$ cat src/rtl/exu_branch_flushctl_pkg.sv
// Shared EXU definitions for the commit-stage branch flush controller:
// widths, state encoding and constants used by the controller and its stats block.
package exu_branch_flushctl_pkg;

    localparam int EXU_PC_SIZE = 32;
    localparam int EXU_XLEN    = 32;

    localparam int DRAIN_CNT_W = 4;
    localparam int PC_INCR     = 4;

    typedef enum logic [1:0] {
        ST_IDLE  = 2'd0,
        ST_FLUSH = 2'd1,
        ST_DRAIN = 2'd2
    } flush_state_e;

endpackage

$ cat src/rtl/exu_branch_flushctl_stat.sv
// Saturating statistics counters for committed branches and mispredicts.
module exu_branch_stat #(
    parameter int CNT_W = 32
) (
    input  logic             clk,
    input  logic             rst,
    input  logic             bjp_inc_i,
    input  logic             mis_inc_i,
    output logic [CNT_W-1:0] bjp_cnt_o,
    output logic [CNT_W-1:0] mis_cnt_o
);

    logic [CNT_W-1:0] bjp_cnt_q;
    logic [CNT_W-1:0] mis_cnt_q;

    // Counters stick at all-ones rather than wrapping.
    always_ff @(posedge clk or negedge rst) begin
        if (!rst) begin
            bjp_cnt_q <= '0;
            mis_cnt_q <= '0;
        end else begin
            if (bjp_inc_i && (bjp_cnt_q != '1)) begin
                bjp_cnt_q <= bjp_cnt_q + 1'b1;
            end
            if (mis_inc_i && (mis_cnt_q != '1)) begin
                mis_cnt_q <= mis_cnt_q + 1'b1;
            end
        end
    end

    assign bjp_cnt_o = bjp_cnt_q;
    assign mis_cnt_o = mis_cnt_q;

endmodule

$ cat src/rtl/exu_branch_flushctl.sv
// Commit-stage branch resolution: detects mispredicts, sequences the IFU
// redirect handshake, blocks commit for a drain window and trains the BPU.
module exu_branch_flushctl
    import exu_branch_flushctl_pkg::*;
#(
    parameter int PC_W      = EXU_PC_SIZE,
    parameter int IMM_W     = EXU_XLEN,
    parameter int DRAIN_CYC = 2,
    parameter int CNT_W     = 32
) (
    input  logic             clk,
    input  logic             rst,
    input  logic             cmt_i_valid,
    output logic             cmt_i_ready,
    input  logic             cmt_i_bjp,
    input  logic             cmt_i_bjp_prdt,
    input  logic             cmt_i_bjp_rslv,
    input  logic [PC_W-1:0]  cmt_i_pc,
    input  logic [IMM_W-1:0] cmt_i_imm,
    input  logic             cmt_i_kill,
    output logic             flush_o_valid,
    input  logic             flush_o_ready,
    output logic [PC_W-1:0]  flush_o_pc,
    output logic             bpu_upd_valid,
    output logic [PC_W-1:0]  bpu_upd_pc,
    output logic             bpu_upd_taken,
    output logic [CNT_W-1:0] stat_bjp_cnt,
    output logic [CNT_W-1:0] stat_mis_cnt
);

    flush_state_e           state_q;
    logic                   flush_valid_q;
    logic [PC_W-1:0]        flush_pc_q;
    logic [DRAIN_CNT_W-1:0] drain_cnt_q;
    logic                   bpu_valid_q;
    logic [PC_W-1:0]        bpu_pc_q;
    logic                   bpu_taken_q;

    logic                   cmt_acc;
    logic                   bjp_acc;
    logic                   mispredict;
    logic [PC_W-1:0]        target_d;

    assign cmt_i_ready = (state_q == ST_IDLE) && !cmt_i_kill;
    assign cmt_acc     = cmt_i_valid && cmt_i_ready;
    assign bjp_acc     = cmt_acc && cmt_i_bjp;
    assign mispredict  = bjp_acc && (cmt_i_bjp_prdt != cmt_i_bjp_rslv);

    // Only the low PC_W bits of the offset matter; the sum wraps silently.
    assign target_d = cmt_i_bjp_rslv ? (cmt_i_pc + cmt_i_imm[PC_W-1:0])
                                     : (cmt_i_pc + PC_W'(PC_INCR));

    always_ff @(posedge clk or negedge rst) begin
        if (!rst) begin
            state_q       <= ST_IDLE;
            flush_valid_q <= 1'b0;
            flush_pc_q    <= '0;
            drain_cnt_q   <= '0;
        end else if (cmt_i_kill) begin
            // An exception flush overrides everything, including a same-cycle handshake.
            state_q       <= ST_IDLE;
            flush_valid_q <= 1'b0;
            drain_cnt_q   <= '0;
        end else begin
            case (state_q)
                ST_IDLE: begin
                    if (mispredict) begin
                        state_q       <= ST_FLUSH;
                        flush_valid_q <= 1'b1;
                        flush_pc_q    <= target_d;
                    end
                end
                ST_FLUSH: begin
                    if (flush_o_ready) begin
                        flush_valid_q <= 1'b0;
                        if (DRAIN_CYC > 0) begin
                            state_q     <= ST_DRAIN;
                            drain_cnt_q <= DRAIN_CNT_W'(DRAIN_CYC - 1);
                        end else begin
                            state_q <= ST_IDLE;
                        end
                    end
                end
                ST_DRAIN: begin
                    if (drain_cnt_q == '0) begin
                        state_q <= ST_IDLE;
                    end else begin
                        drain_cnt_q <= drain_cnt_q - 1'b1;
                    end
                end
                default: begin
                    state_q       <= ST_IDLE;
                    flush_valid_q <= 1'b0;
                    drain_cnt_q   <= '0;
                end
            endcase
        end
    end

    always_ff @(posedge clk or negedge rst) begin
        if (!rst) begin
            bpu_valid_q <= 1'b0;
            bpu_pc_q    <= '0;
            bpu_taken_q <= 1'b0;
        end else begin
            bpu_valid_q <= bjp_acc;
            if (bjp_acc) begin
                bpu_pc_q    <= cmt_i_pc;
                bpu_taken_q <= cmt_i_bjp_rslv;
            end
        end
    end

    exu_branch_stat #(
        .CNT_W (CNT_W)
    ) u_stat (
        .clk       (clk),
        .rst       (rst),
        .bjp_inc_i (bjp_acc),
        .mis_inc_i (mispredict),
        .bjp_cnt_o (stat_bjp_cnt),
        .mis_cnt_o (stat_mis_cnt)
    );

    assign flush_o_valid = flush_valid_q;
    assign flush_o_pc    = flush_pc_q;
    assign bpu_upd_valid = bpu_valid_q;
    assign bpu_upd_pc    = bpu_pc_q;
    assign bpu_upd_taken = bpu_taken_q;

endmodule

$ cat config.mk
export PLATFORM = sky130hd
export DESIGN_NAME = exu_branch_flushctl
export DESIGN_NICKNAME = d
export VERILOG_FILES = /design/src/rtl/exu_branch_flushctl_pkg.sv /design/src/rtl/exu_branch_flushctl_stat.sv /design/src/rtl/exu_branch_flushctl.sv
export SDC_FILE = /design/constraint.sdc
export NUM_CORES = 1
export LEC_CHECK = 0
export BUFFER_PORTS_ARGS = -buffer_cell sky130_fd_sc_hd__buf_2
export CORE_MARGIN = 2
export CORE_UTILIZATION = 49
export CTS_BUF_LIST = sky130_fd_sc_hd__clkbuf_16
export DETAILED_ROUTE_END_ITERATION = 8
export PLACE_DENSITY = 0.77
export SLEW_MARGIN = 20
export SYNTH_ARGS = -nofsm -noshare
export SYNTH_HDL_FRONTEND = slang
export SYNTH_HIERARCHICAL = 1
export SYNTH_SLANG_ARGS = --single-unit
$ cat constraint.sdc
create_clock -name clk -period 2.9 [get_ports clk]
set_input_delay 0.725 -clock clk [delete_from_list [all_inputs] [get_ports clk]]
set_output_delay 0.725 -clock clk [all_outputs]
set_load 0.05 [all_outputs]
==> run_results.csv <==
group,metric,value,unit
run_status,status,"finished, violations left",
run_status,violations,"setup timing",
timing,worstMarginPinSlew,650,ps
logic_synthesis,synth_seq_cells,137,
floorplanning,initial_core_util,50.0,%
detailed_routing,highest_layer,"met4",
detailed_routing,route.vias.total,7985,
global_routing,grt_antenna_before_repair,3,
power,ir_worst_vdd,0.469,mV
cells_and_area,fin_cells,1461,
global_routing,grt_pass1_wl,37600,µm
detailed_routing,m1WireLength,10800,µm
flow_run,drv_cap,0,
place,dp_cells,1425,
detailed_routing,drt-initial-drc-count,557,
detailed_routing,vias_per_cell,5.47,
cts,clk_path_buf_depth,2,
cts,clk_pin_slew,60,ps
worst_setup_path,crit_arrival,3310,ps
cells_and_area,layout-drive-gt1-share,30.4,%
power,p_sw,2.73,mW
detailed_routing,wl_per_cell,16.1,µm
logic_synthesis,syn_nets,1054,
timing,fin_crit_sh,104,%
timing,rsz0062_at_grt,"yes",
global_routing,grt_overflow,0,
cells_and_area,stdcell_area,11000,µm²
logic_synthesis,synth.most_common_cell,"nand2_1",
cts,cts_tree,"done",
cts,cts_root_buf,"clkbuf_16",
worst_setup_path,criticalPathCategory,"in2reg",
detailed_routing,drt_first_pass_iters,5,
power,pwr-share-seq,34.4,%
logic_synthesis,yosysTopAreaCell,"dfrtp_1",
timing,setup_viol,1,
worst_setup_path,worstPathRequired,3200,ps
power,powerDensity,621,nW/µm²
power,p_int,4.13,mW
worst_setup_path,worst-r2r-cell-count,11,
logic_synthesis,synth_area,8290,µm²
timing,fin_skew,8.76,ps
power,p_leak,5.51,nW
power,p_clk_share,31.2,%
detailed_routing,wl,23600,µm
place,place_ws,-666,ps
timing,drv_slew,0,
floorplanning,fp.dieW,134,µm
place,dp_hpwl,17400,µm
timing,setup_slack,-107,ps
cts,cts-htree-levels,4,
logic_synthesis,yosysSeqAreaShare,41.3,%
cells_and_area,final_core_util,66.6,%
cts,insertion_delay,420,ps
floorplanning,coreArea,16600,µm²
worst_setup_path,reg2reg_setup_slack,300,ps
floorplanning,die_h,134,µm
timing,fin_crit,3010,ps
power,p_total,6.86,mW
logic_synthesis,yosys-top-cells-count,"nand2_1, dfrtp_1, xnor2_1, nor2_1",
power,power_switching_share,39.8,%
worst_setup_path,path_max_fanout,3,
logic_synthesis,synthTopCellsByArea,"dfrtp_1, xnor2_1, nand2_1",
power,combPwrFrac,34.3,%
cells_and_area,final_nets,1338,
global_routing,grt_pass1_vias,7458,
timing,fmaxAchievable,0.333,GHz
logic_synthesis,synth_cells,941,
timing,whs,231,ps
worst_setup_path,reg2reg_to,"u_stat/mis_cnt_o[29]$_DFFE_PN0P_",
timing,fin_tns_setup,-107,ps
timing,relSlewSlack,56.3,%
detailed_routing,wl_met2,10700,µm
floorplanning,io_pins,204,
logic_synthesis,ys.warnings.count,6,
place,port_buffers,203,
logic_synthesis,synth-edff-count,0,
cts,cts_sinks,137,
logic_synthesis,synth_top_area_share,41.3,%
logic_synthesis,syn_area_per_cell,8.81,µm²
worst_setup_path,r2r_start,"state_q[1]$_DFFE_PN0P_",
logic_synthesis,async_flop_share,100,%
place,globalplace.congestion,0.872,
worst_setup_path,start_kind,"input port",
global_routing,grt_max_degree,58,
timing,finalHoldViolations,0,
cells_and_area,synthToLayoutAreaGrowth,33.2,%
logic_synthesis,ys_types,64,
cts,postCtsHoldBufs,0,
floorplanning,num_rows,47,
detailed_routing,drc_errors,0,
place,dpl_cell_area,10300,µm²
logic_synthesis,synth_ff_type,"dfrtp_1",
detailed_routing,dr_wl_met3,1330,µm
cts,numCtsBuffers,17,
worst_setup_path,end_kind,"flop",
detailed_routing,drt.antenna.violating_nets,0,
floorplanning,dieArea,18000,µm²
global_routing,grt.total_usage,26.2,%
worst_hold_path,hp-class,"in2async",
what timing repair did:
item                                    CTS  global route
endpoints found under the setup margin    4            11
endpoints found under the hold margin     0             0
resized for setup                        13            13
gates cloned                              0             0
pin swaps                                10             8
buffers inserted                          1             1
how the worst max path moves through the flow:
| stage | from | endpoint | slack, ps |
|---|---|---|---|
| floorplan | cmt_i_pc[2] | flush_o_pc[29]$_DFFE_PN0P_ | -350 |
| global placement | cmt_i_pc[2] | flush_o_pc[29]$_DFFE_PN0P_ | -600 |
| detailed placement | cmt_i_pc[2] | flush_o_pc[29]$_DFFE_PN0P_ | -670 |
| CTS | cmt_i_pc[2] | flush_o_pc[29]$_DFFE_PN0P_ | -120 |
| global route | cmt_i_pc[2] | flush_o_pc[29]$_DFFE_PN0P_ | -180 |
| finish | cmt_i_pc[2] | flush_o_pc[29]$_DFFE_PN0P_ | -110 |
layout make-up:
type                       count  area, µm²
inverter                      21       78.8
clock buffer                  17        425
multi-input combinational    749       4890
clock inverter                15        150
timing repair buffer         299       1790
sequential                   137       3430
antenna                        3       7.51
tap                          220        275
fill                        1385       5540
critical path: stages:
cell,delay (ps)
buf_8,100
ha_4,290
a21oi_4,70
a2111oi_4,380
nor2_2,90
o21ai_2,190
a41oi_2,150
a211o_1,270
or3b_1,350
and3b_4,210
and4_1,180
o32a_1,280
logic make-up after synthesis:
logic type               Yosys count  synth area share, %
adder cells (fa/ha/maj)           41                 6.28
buffers and inverters             55                 2.82
multiplexers                       7                0.890
AO/OA/AOI/OAI                    166                 12.1
AND/OR/NAND/NOR                  421                 24.5
flip-flops                       137                 41.3
XOR/XNOR                         114                 12.0
power by group through the flow:
| stage | Clock [mW] | Sequential (mW) | Combinational, mW |
|---|---|---|---|
| after global placement | 0 | 2.38 | 2.27 |
| after detailed placement | 0 | 2.39 | 2.31 |
| after global routing | 2.26 | 2.40 | 2.51 |
| after CTS | 2.17 | 2.36 | 2.34 |
| final | 2.14 | 2.36 | 2.35 |
| after floorplan | 0 | 3.29 | 0.660 |
registers in the layout (all words and copies together), names as in the netlist:
signal,count
flush_o_pc,32
drain_cnt_q,4
u_stat/bjp_cnt_o,32
state_q,2
bpu_upd_pc,32
flush_o_valid,1
bpu_upd_taken,1
u_stat/mis_cnt_o,32
bpu_upd_valid,1
placed cells by master, fill, tap and decap left out, types with 22 or more instances in the layout:
master	instances
buf_2	198
nand2_1	175
nand4_1	34
buf_4	94
and3_1	24
dfrtp_1	137
nor2_1	68
xnor2_1	76
nand3_1	54
a21oi_1	53
ha_1	33
inv_1	22
o21ai_0	50
xor2_1	38
layer usage:
| layer | up-vias | track usage, % |
|---|---|---|
| li1 | 3889 | - |
| met1 | 3763 | 36.0 |
| met2 | 289 | 41.1 |
| met3 | 44 | 4.80 |
| met4 | 0 | 10.7 |
| met5 | - | 0 |
No activity file was read; power rests on OpenSTA's default activity.
